**config.mk**
```make
export PLATFORM = sky130hd
export DESIGN_NAME = input_port
export DESIGN_NICKNAME = d
export VERILOG_FILES = /design/src/rtl/input_port.sv
export SDC_FILE = /design/constraint.sdc
export NUM_CORES = 1
export LEC_CHECK = 0
export ABC_AREA = 1
export ABC_CLOCK_PERIOD_IN_PS = 5100
export CORE_AREA = 2 2 212 214
export CTS_BUF_LIST = sky130_fd_sc_hd__clkbuf_16
export DETAILED_ROUTE_END_ITERATION = 7
export DIE_AREA = 0 0 214 216
export MAX_ROUTING_LAYER = met4
export PLACE_DENSITY = 0.78
export SETUP_SLACK_MARGIN = 0.02
export SYNTH_ARGS = -nofsm -noshare
export SYNTH_HDL_FRONTEND = slang
export SYNTH_SLANG_ARGS = --single-unit
```
**constraint.sdc**
```tcl
create_clock -name clk -period 5.1 [get_ports clk]
set_input_delay 1.53 -clock clk [delete_from_list [all_inputs] [get_ports clk]]
set_output_delay 1.53 -clock clk [all_outputs]
set_load 0.005 [all_outputs]
```
**src/rtl/input_port.sv**
```systemverilog
`default_nettype none
// ============================================================================
//  Module   : input_port
//  Purpose  : Router input stage. Buffers incoming flits in per-VC FIFOs,
//             computes the XY output port of each head flit, runs a per-VC
//             IDLE/VA/ACTIVE state machine that requests a downstream VC and
//             then switch access, and forwards granted flits with the VC id
//             rewritten to the allocated downstream VC.
//  Options  : INPUT_PORT_OVERFLOW_FLAG_EN adds the sticky overflow_o flag
//             that records any push dropped at a full FIFO.
//  Revision : 1.0 - initial release
// ============================================================================
module input_port #(
    parameter int VC_NUM         = 2,
    parameter int VC_SIZE        = 1,
    parameter int BUFFER_SIZE    = 8,
    parameter int DEST_ADDR_SIZE = 2,
    parameter int FLIT_SIZE      = 32,
    parameter int ROUTER_X       = 0,
    parameter int ROUTER_Y       = 0
) (
    input  logic                              clk,
    input  logic                              rst,
    input  logic                              valid_flit_i,
    input  logic [FLIT_SIZE-1:0]              flit_i,
    output logic [VC_NUM-1:0]                 credit_o,
    output logic [VC_NUM-1:0]                 vc_request_o,
    output logic [VC_NUM-1:0][2:0]            out_port_o,
    input  logic [VC_NUM-1:0][VC_SIZE-1:0]    vc_new_i,
    input  logic [VC_NUM-1:0]                 vc_valid_i,
    output logic [VC_NUM-1:0]                 sa_request_o,
    input  logic [VC_NUM-1:0]                 sa_grant_i,
    output logic [FLIT_SIZE-1:0]              flit_o,
    output logic                              flit_valid_o
`ifdef INPUT_PORT_OVERFLOW_FLAG_EN
    ,
    output logic                              overflow_o
`endif
);

    // Pointers carry one extra wrap bit so full and empty are distinguishable
    localparam int c_PTR_W  = $clog2(BUFFER_SIZE) + 1;
    localparam int c_ADDR_W = c_PTR_W - 1;
    localparam int c_DX_LO  = VC_SIZE + 2;
    localparam int c_DY_LO  = c_DX_LO + DEST_ADDR_SIZE;

    localparam logic [DEST_ADDR_SIZE-1:0] c_ROUTER_X = DEST_ADDR_SIZE'(ROUTER_X);
    localparam logic [DEST_ADDR_SIZE-1:0] c_ROUTER_Y = DEST_ADDR_SIZE'(ROUTER_Y);

    localparam logic [1:0] c_HEAD     = 2'b00;
    localparam logic [1:0] c_TAIL     = 2'b10;
    localparam logic [1:0] c_HEADTAIL = 2'b11;

    localparam logic [1:0] c_IDLE   = 2'd0;
    localparam logic [1:0] c_VA     = 2'd1;
    localparam logic [1:0] c_ACTIVE = 2'd2;

    localparam logic [2:0] c_LOCAL = 3'd0;
    localparam logic [2:0] c_NORTH = 3'd1;
    localparam logic [2:0] c_SOUTH = 3'd2;
    localparam logic [2:0] c_EAST  = 3'd3;
    localparam logic [2:0] c_WEST  = 3'd4;

    logic [FLIT_SIZE-1:0] r_mem    [VC_NUM][BUFFER_SIZE];
    logic [c_PTR_W-1:0]   r_wr_ptr [VC_NUM];
    logic [c_PTR_W-1:0]   r_rd_ptr [VC_NUM];
    logic [1:0]           r_state  [VC_NUM];
    logic [VC_SIZE-1:0]   r_vc_new [VC_NUM];

    logic [FLIT_SIZE-1:0] w_front  [VC_NUM];
    logic [2:0]           w_route  [VC_NUM];
    logic [VC_NUM-1:0]    w_empty;
    logic [VC_NUM-1:0]    w_full;
    logic [VC_NUM-1:0]    w_push;
    logic [VC_NUM-1:0]    w_accept;
    logic [VC_NUM-1:0]    w_pop;
    logic [VC_NUM-1:0]    w_head_front;
    logic [VC_NUM-1:0]    w_last_front;
    logic                 w_grant_ok;

    // X is resolved before Y; equal coordinates deliver locally
    function automatic logic [2:0] xy_route(input logic [DEST_ADDR_SIZE-1:0] dx,
                                            input logic [DEST_ADDR_SIZE-1:0] dy);
        if (dx > c_ROUTER_X)      return c_EAST;
        else if (dx < c_ROUTER_X) return c_WEST;
        else if (dy > c_ROUTER_Y) return c_SOUTH;
        else if (dy < c_ROUTER_Y) return c_NORTH;
        else                      return c_LOCAL;
    endfunction

    // FIFO status, front-flit decode and per-VC request generation
    always_comb begin
        w_front      = '{default: '0};
        w_route      = '{default: '0};
        w_empty      = '0;
        w_full       = '0;
        w_push       = '0;
        w_head_front = '0;
        w_last_front = '0;
        vc_request_o = '0;
        sa_request_o = '0;
        for (int v = 0; v < VC_NUM; v++) begin
            w_front[v]      = r_mem[v][r_rd_ptr[v][c_ADDR_W-1:0]];
            w_route[v]      = xy_route(w_front[v][c_DX_LO +: DEST_ADDR_SIZE],
                                       w_front[v][c_DY_LO +: DEST_ADDR_SIZE]);
            w_empty[v]      = (r_wr_ptr[v] == r_rd_ptr[v]);
            w_full[v]       = (r_wr_ptr[v][c_PTR_W-1] != r_rd_ptr[v][c_PTR_W-1]) &&
                              (r_wr_ptr[v][c_ADDR_W-1:0] == r_rd_ptr[v][c_ADDR_W-1:0]);
            w_push[v]       = valid_flit_i && (flit_i[VC_SIZE+1:2] == VC_SIZE'(v));
            w_head_front[v] = (w_front[v][1:0] == c_HEAD) || (w_front[v][1:0] == c_HEADTAIL);
            w_last_front[v] = (w_front[v][1:0] == c_TAIL) || (w_front[v][1:0] == c_HEADTAIL);
            vc_request_o[v] = (r_state[v] == c_VA);
            sa_request_o[v] = (r_state[v] == c_ACTIVE) && !w_empty[v];
        end
    end

    // Grant qualification, pop/push acceptance and the forwarded flit
    always_comb begin
        w_grant_ok   = $onehot(sa_grant_i);
        w_pop        = sa_grant_i & sa_request_o & {VC_NUM{w_grant_ok}};
        // A pop in the same cycle frees the slot a full FIFO needs
        w_accept     = w_push & (~w_full | w_pop);
        credit_o     = w_pop;
        flit_valid_o = |w_pop;
        flit_o       = '0;
        for (int v = 0; v < VC_NUM; v++) begin
            if (w_pop[v]) begin
                flit_o              = w_front[v];
                flit_o[VC_SIZE+1:2] = r_vc_new[v];
            end
        end
    end

    // Flit storage; contents need no reset because the pointers define validity
    always_ff @(posedge clk) begin
        for (int v = 0; v < VC_NUM; v++) begin
            if (w_accept[v]) begin
                r_mem[v][r_wr_ptr[v][c_ADDR_W-1:0]] <= flit_i;
            end
        end
    end

    // Per-VC pointers and IDLE/VA/ACTIVE state machine with latched route/VC
    always_ff @(posedge clk or posedge rst) begin
        if (rst) begin
            for (int v = 0; v < VC_NUM; v++) begin
                r_wr_ptr[v]   <= '0;
                r_rd_ptr[v]   <= '0;
                r_state[v]    <= c_IDLE;
                r_vc_new[v]   <= '0;
                out_port_o[v] <= c_LOCAL;
            end
        end else begin
            for (int v = 0; v < VC_NUM; v++) begin
                if (w_accept[v]) r_wr_ptr[v] <= r_wr_ptr[v] + c_PTR_W'(1);
                if (w_pop[v])    r_rd_ptr[v] <= r_rd_ptr[v] + c_PTR_W'(1);
                case (r_state[v])
                    c_IDLE: begin
                        // A BODY/TAIL at the front never starts a packet and stalls the VC
                        if (!w_empty[v] && w_head_front[v]) begin
                            out_port_o[v] <= w_route[v];
                            r_state[v]    <= c_VA;
                        end
                    end
                    c_VA: begin
                        if (vc_valid_i[v]) begin
                            r_vc_new[v] <= vc_new_i[v];
                            r_state[v]  <= c_ACTIVE;
                        end
                    end
                    c_ACTIVE: begin
                        if (w_pop[v] && w_last_front[v]) r_state[v] <= c_IDLE;
                    end
                    default: r_state[v] <= c_IDLE;
                endcase
            end
        end
    end

`ifdef INPUT_PORT_OVERFLOW_FLAG_EN
    // Sticky record of any push lost to a full FIFO
    always_ff @(posedge clk or posedge rst) begin
        if (rst) begin
            overflow_o <= 1'b0;
        end else if (|(w_push & ~w_accept)) begin
            overflow_o <= 1'b1;
        end
    end
`endif

endmodule
`default_nettype wire

```
==> results.py, run 1 <==
metrics = {
    "timing": {
        "finalCritPeriodShare_pct": 98.8,
        "fin_tns_setup_ns": 0,
        "relSlewSlack_pct": 26.9,
        "final_hold_viol_count": 0,
        "setup_violations": 0,
        "slew_violations": 0,
        "finClkSkew_ns": 0.0172,
        "grt_setup_unrepaired": "no",
        "period_minus_slack_ns": 5.04,
        "worstMarginPinSlew_ns": 1.10,
        "fmax_mhz": 198,
    },
    "synthesis": {
        "seq_area_frac_synth_pct": 71.3,
        "ys_ff_latch": 522,
        "synth_edf_count": 496,
        "ys.flop_type": "edfxtp_1",
        "postSynthCellCount": 1942,
        "syn_avg_cell_area_sq_um": 11.2,
        "ys_async_sr_fraction_pct": 4.98,
        "synth_cell_types": 31,
        "yosysWarnings": 0,
        "netlist_area_sq_um": 21800,
    },
    "die": {
        "die_area_sq_um": 46200,
        "die_w_um": 214,
        "rows": 77,
        "die_h_um": 216,
        "io_pins": 86,
        "start_util_pct": 49.8,
        "core_sq_um": 43800,
    },
    "critical_path": {
        "rrSetupSlack_ns": 2.08,
        "cp_common_cell": "nand2_1",
        "endpoint_kind": "output port",
        "slowest_stage": "clkdlybuf4s50_1",
        "r2r_start": "r_rd_ptr[5]$_DFFE_PP0P_",
        "timing.rr.end": "r_mem[0][207]$_DFFE_PP_",
        "cp.required_ns": 3.57,
        "crit_path_start_kind": "primary input",
        "path_cells": "clkdlybuf4s50_1 -> nand2_1 -> nor2_8 -> nand2_1 -> nand2_1 -> clkdlybuf4s50_1",
        "ff2ff_path_depth": 8,
        "worstPathMaxFanout": 32,
        "slowest_delay_ns": 0.52,
        "path_class": "primary input to output port",
        "crit_arrival_ns": 3.51,
    },
    "cells_and_area": {
        "mostFrequentLayoutCell": "nand2_1",
        "fin_cells": 2642,
        "final_cell_mix": "643 x nand2_1, 496 x edfxtp_1, 158 x nand3_1",
        "drive_above_1_share_pct": 7.87,
        "fin_nets": 2053,
        "fin_util_pct": 57.6,
        "syn2layout_area_growth_pct": 15.8,
    },
    "clock_network": {
        "clockBufferDepth": 3,
        "cts_root_buf": "clkbuf_16",
        "clkTransAtPathRegs_ns": 0.06,
        "clock_sinks": 522,
        "cts_tree": "done",
        "cts-buffers-inserted": 51,
        "h-tree-depth": 2,
        "ctsResizeCount": 0,
        "clock_latency_ns": 0.59,
        "cts_setup_buffers": 0,
        "cts_hold_buf": 0,
    },
    "pwr": {
        "power_leakage_nw": 9.58,
        "ir_drop_uv": 342,
        "power.density_nw_per_um2": 566,
        "total_power_mw": 14.3,
    },
    "global_routing": {
        "grt_remaining_overflow": 0,
        "met3_usage_pct": 4.96,
        "grt_use_met1_pct": 31.1,
        "grt_start_max_net_pins": 81,
        "grt_usage_pct": 24.2,
        "antenna_found_initial": 3,
        "busiest_layer": "met2",
        "grt_pass1_vias": 14900,
        "grt_pass1_wl_um": 83800,
        "use_met2_pct": 38.1,
    },
    "min_path": {
        "hold_class": "register to register",
        "hold_depth": 1,
        "whs_endpoint": "out_port_o[3]$_DFFE_PP0P_",
        "hp-start": "out_port_o[3]$_DFFE_PP0P_",
    },
    "detailed_routing": {
        "firstDrtPassIters": 8,
        "drcViolationCount": 0,
        "wirelength_um": 54400,
        "drt_iter0_drc": 1744,
        "antenna_left": 0,
        "vias_per_cell": 5.66,
        "vias": 14900,
        "routedWlPerCell_um": 20.6,
    },
    "run": {
        "max_cap_viol_count": 0,
    },
    "placement": {
        "gp_congestion": 0.884,
        "dp.cells": 2543,
        "place.port_buffers": 83,
        "dp_hpwl_um": 30200,
    },
    "outcome": {
        "status": "finished, final reports clean",
    },
}
-- critical path: cells and delay by family --
family                 cells  cell delay, ns
and+or+nand+nor            4            0.95
buffers and inverters      2            1.00
-- registers in the layout, summed over array words and instances, names as in the netlist --
register	flops
r_mem	496
r_wr_ptr	8
out_port_o	4
r_state	4
r_vc_new	2
r_rd_ptr	8
-- per-stage QoR --
step	setup slack, ns	hold slack [ns]	cell area (sq um)
floorplan	1.04	0.464	21800
global placement	0.217	0.474	23300
detailed placement	0.114	0.490	23300
CTS	0.0986	0.504	25300
global route	0.0261	0.529	25300
finish	0.0602	0.505	25300
-- synthesized netlist by cell type, types with 10 or more instances --
cell type,count,area (sq um)
buf_2,38,190
buf_4,16,120
clkbuf_1,42,158
dfrtp_1,26,651
edfxtp_1,496,14900
inv_1,100,375
nand2_1,643,2410
nand3_1,158,791
nor2_1,167,627
o21ai_0,129,646
o22ai_1,55,344
xor2_1,10,87.6
-- metal layers --
| layer | part of all wire, % | wire length [um] | vias to the layer above |
|---|---|---|---|
| met3 | 11 | 5890 | 126 |
| met5 | 0 | 0 | - |
| met4 | 3.2 | 1750 | 0 |
| met2 | 47 | 25500 | 866 |
| li1 | - | - | 6740 |
| met1 | 39 | 21300 | 7212 |
-- logic make-up (layout without fill, tap and decap cells) --
group / count (synthesis) / count (layout) / synth area share, %
fa+ha+maj: 8 / 8 / 0.459
buf+inv: 218 / 322 / 4.51
flops: 522 / 522 / 71.3
compound gates: 195 / 195 / 4.91
mux: 2 / 2 / 0.103
xor+xnor: 12 / 12 / 0.482
other cells: 1 / 5 / 0.0172
simple gates: 984 / 984 / 18.2
-- power breakdown --
part | leakage, nW | switching, mW | internal, mW
clock | 0.951 | 1.62 | 2.67
combinational | 3.85 | 3.37 | 1.34
sequential | 4.79 | 0.190 | 5.10
total | 9.58 | 5.18 | 9.12
-- cell type report --
cell class	count	area (sq um)
Antenna cell	3	7.51
Fill cell	3342	18600
Multi-Input combinational cell	1203	5400
Sequential cell	522	15600
Timing Repair Buffer	116	1190
Inverter	110	420
Clock inverter	44	641
Tap cell	592	741
Clock buffer	52	1300
-- worst max-delay path by stage --
stage | start | endpoint | slack (ns)
floorplan | sa_grant_i[1] | r_mem[0][100]$_DFFE_PP_ | 1.04
global placement | sa_grant_i[0] | flit_o[23] | 0.22
detailed placement | sa_grant_i[0] | flit_o[22] | 0.11
CTS | sa_grant_i[0] | flit_o[22] | 0.1
global route | sa_grant_i[0] | flit_o[27] | 0.03
finish | sa_grant_i[0] | flit_o[22] | 0.06
No activity file was read; power rests on OpenSTA's default activity.
==> inputs of run 2 (changes only) <==
PLACE_DENSITY = 0.69   (was 0.78)
==> results.py, run 2 (synthesis gave the netlist of run 1 again) <==
metrics = {
    "global_routing": {
        "grt_start_max_net_pins": 130,
        "grt_pass1_vias": 13900,
        "grt_pass1_wl_um": 83100,
        "antenna_found_initial": 3,
        "grt_usage_pct": 24.6,
        "grt_remaining_overflow": 0,
    },
    "outcome": {
        "status": "finished, final reports clean",
    },
    "die": {
        "io_pins": 86,
        "die_area_sq_um": 46200,
        "rows": 77,
        "start_util_pct": 49.8,
        "die_h_um": 216,
        "core_sq_um": 43800,
        "die_w_um": 214,
    },
    "clock_network": {
        "clkTransAtPathRegs_ns": 0.06,
        "cts_hold_buf": 0,
        "h-tree-depth": 2,
        "cts_root_buf": "clkbuf_16",
        "clock_sinks": 522,
        "cts-buffers-inserted": 53,
        "clockBufferDepth": 3,
        "cts_tree": "done",
        "clock_latency_ns": 0.59,
    },
    "detailed_routing": {
        "vias_per_cell": 5.53,
        "vias": 14700,
        "drt_iter0_drc": 1911,
        "top_layer_used": "met4",
        "antenna_left": 0,
        "routedWlPerCell_um": 20.8,
        "wl_met1_um": 23000,
        "drcViolationCount": 0,
        "firstDrtPassIters": 5,
        "wl_met3_um": 5340,
        "wirelength_um": 55400,
        "wl_met2_um": 25400,
    },
    "timing": {
        "final_hold_viol_count": 0,
        "finalCritPeriodShare_pct": 97.5,
        "fmax_mhz": 201,
        "setup_violations": 0,
        "period_minus_slack_ns": 4.97,
        "worstMarginPinSlew_ns": 0.857,
        "relSlewSlack_pct": 42.9,
        "timing.hold.ws_ns": 0.507,
        "grt_setup_unrepaired": "no",
        "slew_violations": 0,
        "finClkSkew_ns": 0.0212,
        "fin_tns_setup_ns": 0,
    },
    "pwr": {
        "switching_power_mw": 5.07,
        "seq_power_share_pct": 39.2,
        "p_comb_share_pct": 34.6,
        "power_leakage_nw": 9.59,
        "power.density_nw_per_um2": 540,
        "clockPowerShare_pct": 26.2,
        "swShare_pct": 37.3,
        "internal_power_mw": 8.51,
        "ir_drop_uv": 324,
        "total_power_mw": 13.6,
    },
    "critical_path": {
        "endpoint_kind": "output port",
        "r2r_start": "r_rd_ptr[0]$_DFFE_PP0N_",
        "path_class": "primary input to output port",
        "cp.required_ns": 3.57,
        "ff2ff_path_depth": 12,
        "rrSetupSlack_ns": 1.93,
        "timing.rr.end": "out_port_o[4]$_DFFE_PP0P_",
        "worstPathMaxFanout": 15,
        "crit_path_start": "sa_grant_i[0]",
        "crit_arrival_ns": 3.44,
        "crit_path_start_kind": "primary input",
    },
    "placement": {
        "dp.cells": 2556,
        "dp_hpwl_um": 31400,
        "place.port_buffers": 83,
        "gp_congestion": 0.851,
    },
    "cells_and_area": {
        "multi_input_area_sq_um": 5420,
        "final_cell_mix": "643 x nand2_1, 496 x edfxtp_1, 158 x nand3_1",
        "drive_above_1_share_pct": 7.55,
        "fin_cells": 2661,
        "largest_reg_flops": 496,
        "fillers": 3558,
        "fin_nets": 2074,
        "syn2layout_area_growth_pct": 15.2,
        "mostFrequentLayoutCell": "nand2_1",
        "ff_latch_area_sq_um": 15600,
    },
    "min_path": {
        "hold_class": "register to register",
        "hold_depth": 2,
        "hp-start": "r_wr_ptr[3]$_DFFE_PP0P_",
        "whs_endpoint": "r_wr_ptr[3]$_DFFE_PP0P_",
    },
    "run": {
        "max_cap_viol_count": 0,
    },
}
==> run 2: cell type report <==
cell class | instances | share of cell area [%]
Sequential cell | 522 | 61.9
Multi-Input combinational cell | 1204 | 21.6
Timing Repair Buffer | 134 | 5.58
Clock buffer | 53 | 5.28
Tap cell | 592 | 2.95
Inverter | 110 | 1.67
Clock inverter | 44 | 1.04
Antenna cell | 2 | 0.0199
==> run 2: worst max-delay path by stage <==
stage / endpoint / cells past startpoint / slack [ns]
CTS: flit_o[12] / 6 / 0.05
finish: flit_o[22] / 7 / 0.13
global route: flit_o[11] / 9 / 0.03
detailed placement: flit_o[12] / 6 / 0.07
global placement: flit_o[17] / 6 / 0.18
floorplan: r_mem[0][100]$_DFFE_PP_ / 5 / 1.04
==> run 2: routing by layer <==
metal  GRT usage (%)  vias to the layer above
met5               -                        -
met4            8.07                        0
met3            5.14                       93
met2            37.7                      678
met1            33.0                     7154
li1                -                     6789
==> run 2: what timing repair did <==
action                                  4_1_cts  5_1_grt
endpoints found under the setup margin        0       28
endpoints found under the hold margin         0        0
gates resized for setup                       0        0
setup buffers                                 0        5
==> run 2: power by group through the flow <==
stage          Combinational [mW]  Sequential [mW]  Clock, mW
6_report                     4.70             5.32       3.56
5_1_grt                      5.19             5.35       3.77
4_1_cts                      4.65             5.31       3.61
3_5_place_dp                 4.62             5.40          0
3_3_place_gp                 4.58             5.39          0
2_1_floorplan                3.04             5.28          0
==> run 2: critical path, stage by stage <==
cell and delay, ns:
clkdlybuf4s50_1 0.48, nand2_1 0.20, nor2_8 0.36, buf_12 0.19
nand2_1 0.05, nand2_1 0.09, clkdlybuf4s50_1 0.51
==> run 2: through the flow <==
| stage | area, sq um | utilization (%) | setup slack [ns] |
|---|---|---|---|
| after floorplan | 21800 | - | 1.04 |
| after global placement | 23400 | 53.5 | 0.180 |
| after detailed placement | 23400 | 53.5 | 0.0682 |
| after CTS | 25000 | 57.1 | 0.0504 |
| after global routing | 25100 | 57.3 | 0.0333 |
| final | 25100 | 57.3 | 0.127 |
==> inputs of run 3 (changes only) <==
DONT_BUFFER_PORTS = 1   (was default)
PLACE_DENSITY = 0.67   (was 0.69)
==> results.py, run 3 (synthesis gave the netlist of run 1 again) <==
metrics = {
    "outcome": {
        "status": "finished, final reports clean",
    },
    "clock_network": {
        "clkTransAtPathRegs_ns": 0.06,
        "cts-buffers-inserted": 53,
        "cts_setup_buffers": 0,
        "clockBufferDepth": 3,
        "clock_sinks": 522,
        "h-tree-depth": 2,
        "cts_tree": "done",
        "cts_hold_buf": 0,
        "clock_latency_ns": 0.62,
        "ctsResizeCount": 0,
        "cts_root_buf": "clkbuf_16",
    },
    "die": {
        "die_area_sq_um": 46200,
        "core_sq_um": 43800,
        "die_w_um": 214,
        "start_util_pct": 49.8,
        "rows": 77,
        "io_pins": 86,
        "die_h_um": 216,
    },
    "cells_and_area": {
        "drive_above_1_share_pct": 7.02,
        "multi_input_area_sq_um": 5400,
        "fillers": 3644,
        "mostFrequentLayoutCell": "nand2_1",
        "final_cell_mix": "643 x nand2_1, 496 x edfxtp_1, 158 x nand3_1",
        "fin_area_sq_um": 24000,
        "ff_latch_area_sq_um": 15600,
        "fin_cells": 2559,
        "fin_util_pct": 54.8,
        "largest_reg_flops": 496,
        "syn2layout_area_growth_pct": 10.1,
        "antennaDiodeCount": 0,
        "fin_nets": 1974,
    },
    "pwr": {
        "power_leakage_nw": 9.15,
        "power.density_nw_per_um2": 549,
        "ir_drop_uv": 394,
        "total_power_mw": 13.2,
    },
    "detailed_routing": {
        "firstDrtPassIters": 5,
        "wirelength_um": 53800,
        "vias_per_cell": 5.54,
        "routedWlPerCell_um": 21.0,
        "drcViolationCount": 0,
        "vias": 14200,
        "drt_iter0_drc": 1578,
        "antenna_left": 0,
    },
    "global_routing": {
        "antenna_found_initial": 0,
        "grt_start_max_net_pins": 74,
        "grt_remaining_overflow": 0,
        "grt_usage_pct": 24.1,
        "grt_pass1_vias": 13800,
        "grt_pass1_wl_um": 81800,
    },
    "timing": {
        "setup_ws_ns": 0.572,
        "period_minus_slack_ns": 4.53,
        "slew_violations": 0,
        "fin_tns_setup_ns": 0,
        "relSlewSlack_pct": 37.8,
        "timing.hold.ws_ns": 0.506,
        "fmax_mhz": 221,
        "finalCritPeriodShare_pct": 88.8,
        "setup_violations": 0,
        "finClkSkew_ns": 0.0211,
        "final_hold_viol_count": 0,
        "worstMarginPinSlew_ns": 0.933,
        "grt_setup_unrepaired": "no",
    },
    "critical_path": {
        "slowest_stage": "dfrtp_4",
        "cp.required_ns": 3.57,
        "cp_common_cell": "nand2_1",
        "crit_arrival_ns": 3.00,
        "endpoint_kind": "output port",
        "slowest_delay_ns": 0.75,
        "worstPathMaxFanout": 73,
        "crit_path_start_kind": "register",
        "path_cells": "clkinv_2 -> buf_4 -> o21ai_0 -> o22ai_1 -> nand2_1 -> nand2_1 -> nand2_1 -> nand2_1",
        "path_class": "register to output port",
        "ff2ff_path_depth": 8,
    },
    "placement": {
        "place.port_buffers": 0,
        "dp_hpwl_um": 29900,
        "place_area_sq_um": 22400,
        "dp.cells": 2462,
        "gp_congestion": 0.900,
        "place_ws_ns": 1.00,
    },
    "min_path": {
        "hold_depth": 1,
        "hold_class": "register to register",
    },
    "run": {
        "max_cap_viol_count": 0,
    },
}
==> run 3: cell types whose count changed in the layout (fill, tap and decap cells not counted), moves of 2 or more <==
cell / change
clkinv_1: +3
buf_12: -10
inv_1: -2
bufinv_16: -2
clkinv_8: +2
buf_4: -6
clkdlybuf4s50_1: -83
diode_2: -2
==> run 3: power by group <==
group	internal [mW]	switching, mW	leakage (nW)
clock network	1.93	1.58	0.834
registers	5.10	0.350	4.79
logic	1.18	3.05	3.53
total	8.20	4.98	9.15
==> run 3: path summary, 6_finish.rpt <==
path,endpoint,slack [ns],start
worst max-delay path,flit_o[1],0.57,r_rd_ptr[4]$_DFFE_PP0P_
worst max register to register,r_mem[0][413]$_DFFE_PP_,1.73,r_rd_ptr[1]$_DFFE_PP0N_
worst min-delay path,r_vc_new[0]$_DFFE_PP0P_,0.51,r_vc_new[0]$_DFFE_PP0P_
worst min register to register,r_vc_new[0]$_DFFE_PP0P_,0.51,r_vc_new[0]$_DFFE_PP0P_
min in group asynchronous,out_port_o[3]$_DFFE_PP0P_,0.84,rst
max in group asynchronous,r_rd_ptr[4]$_DFFE_PP0P_,3.62,rst
==> run 3: area by class of cell <==
cell class                      instances  area share (%)
Clock inverter                         44           0.970
Inverter                              110            1.75
Clock buffer                           53            5.53
Sequential cell                       522            64.8
Tap cell                              592            3.09
Multi-Input combinational cell       1203            22.5
Timing Repair Buffer                   35            1.36
==> run 3: metal layers <==
metal	wire, um	part of all wire, %	global-route usage [%]
met5	0	0	-
met4	1430	2.7	8.44
met3	4900	9.1	5.09
met2	24800	46	36.6
met1	22700	42	32.3
==> run 3: worst max-delay path: cells and delay by family (launching register included) <==
kind,cells,cell delay (ns)
AO/OA/AOI/OAI,2,0.33
buffers and inverters,2,0.78
flip-flops,1,0.75
AND/OR/NAND/NOR,4,0.46
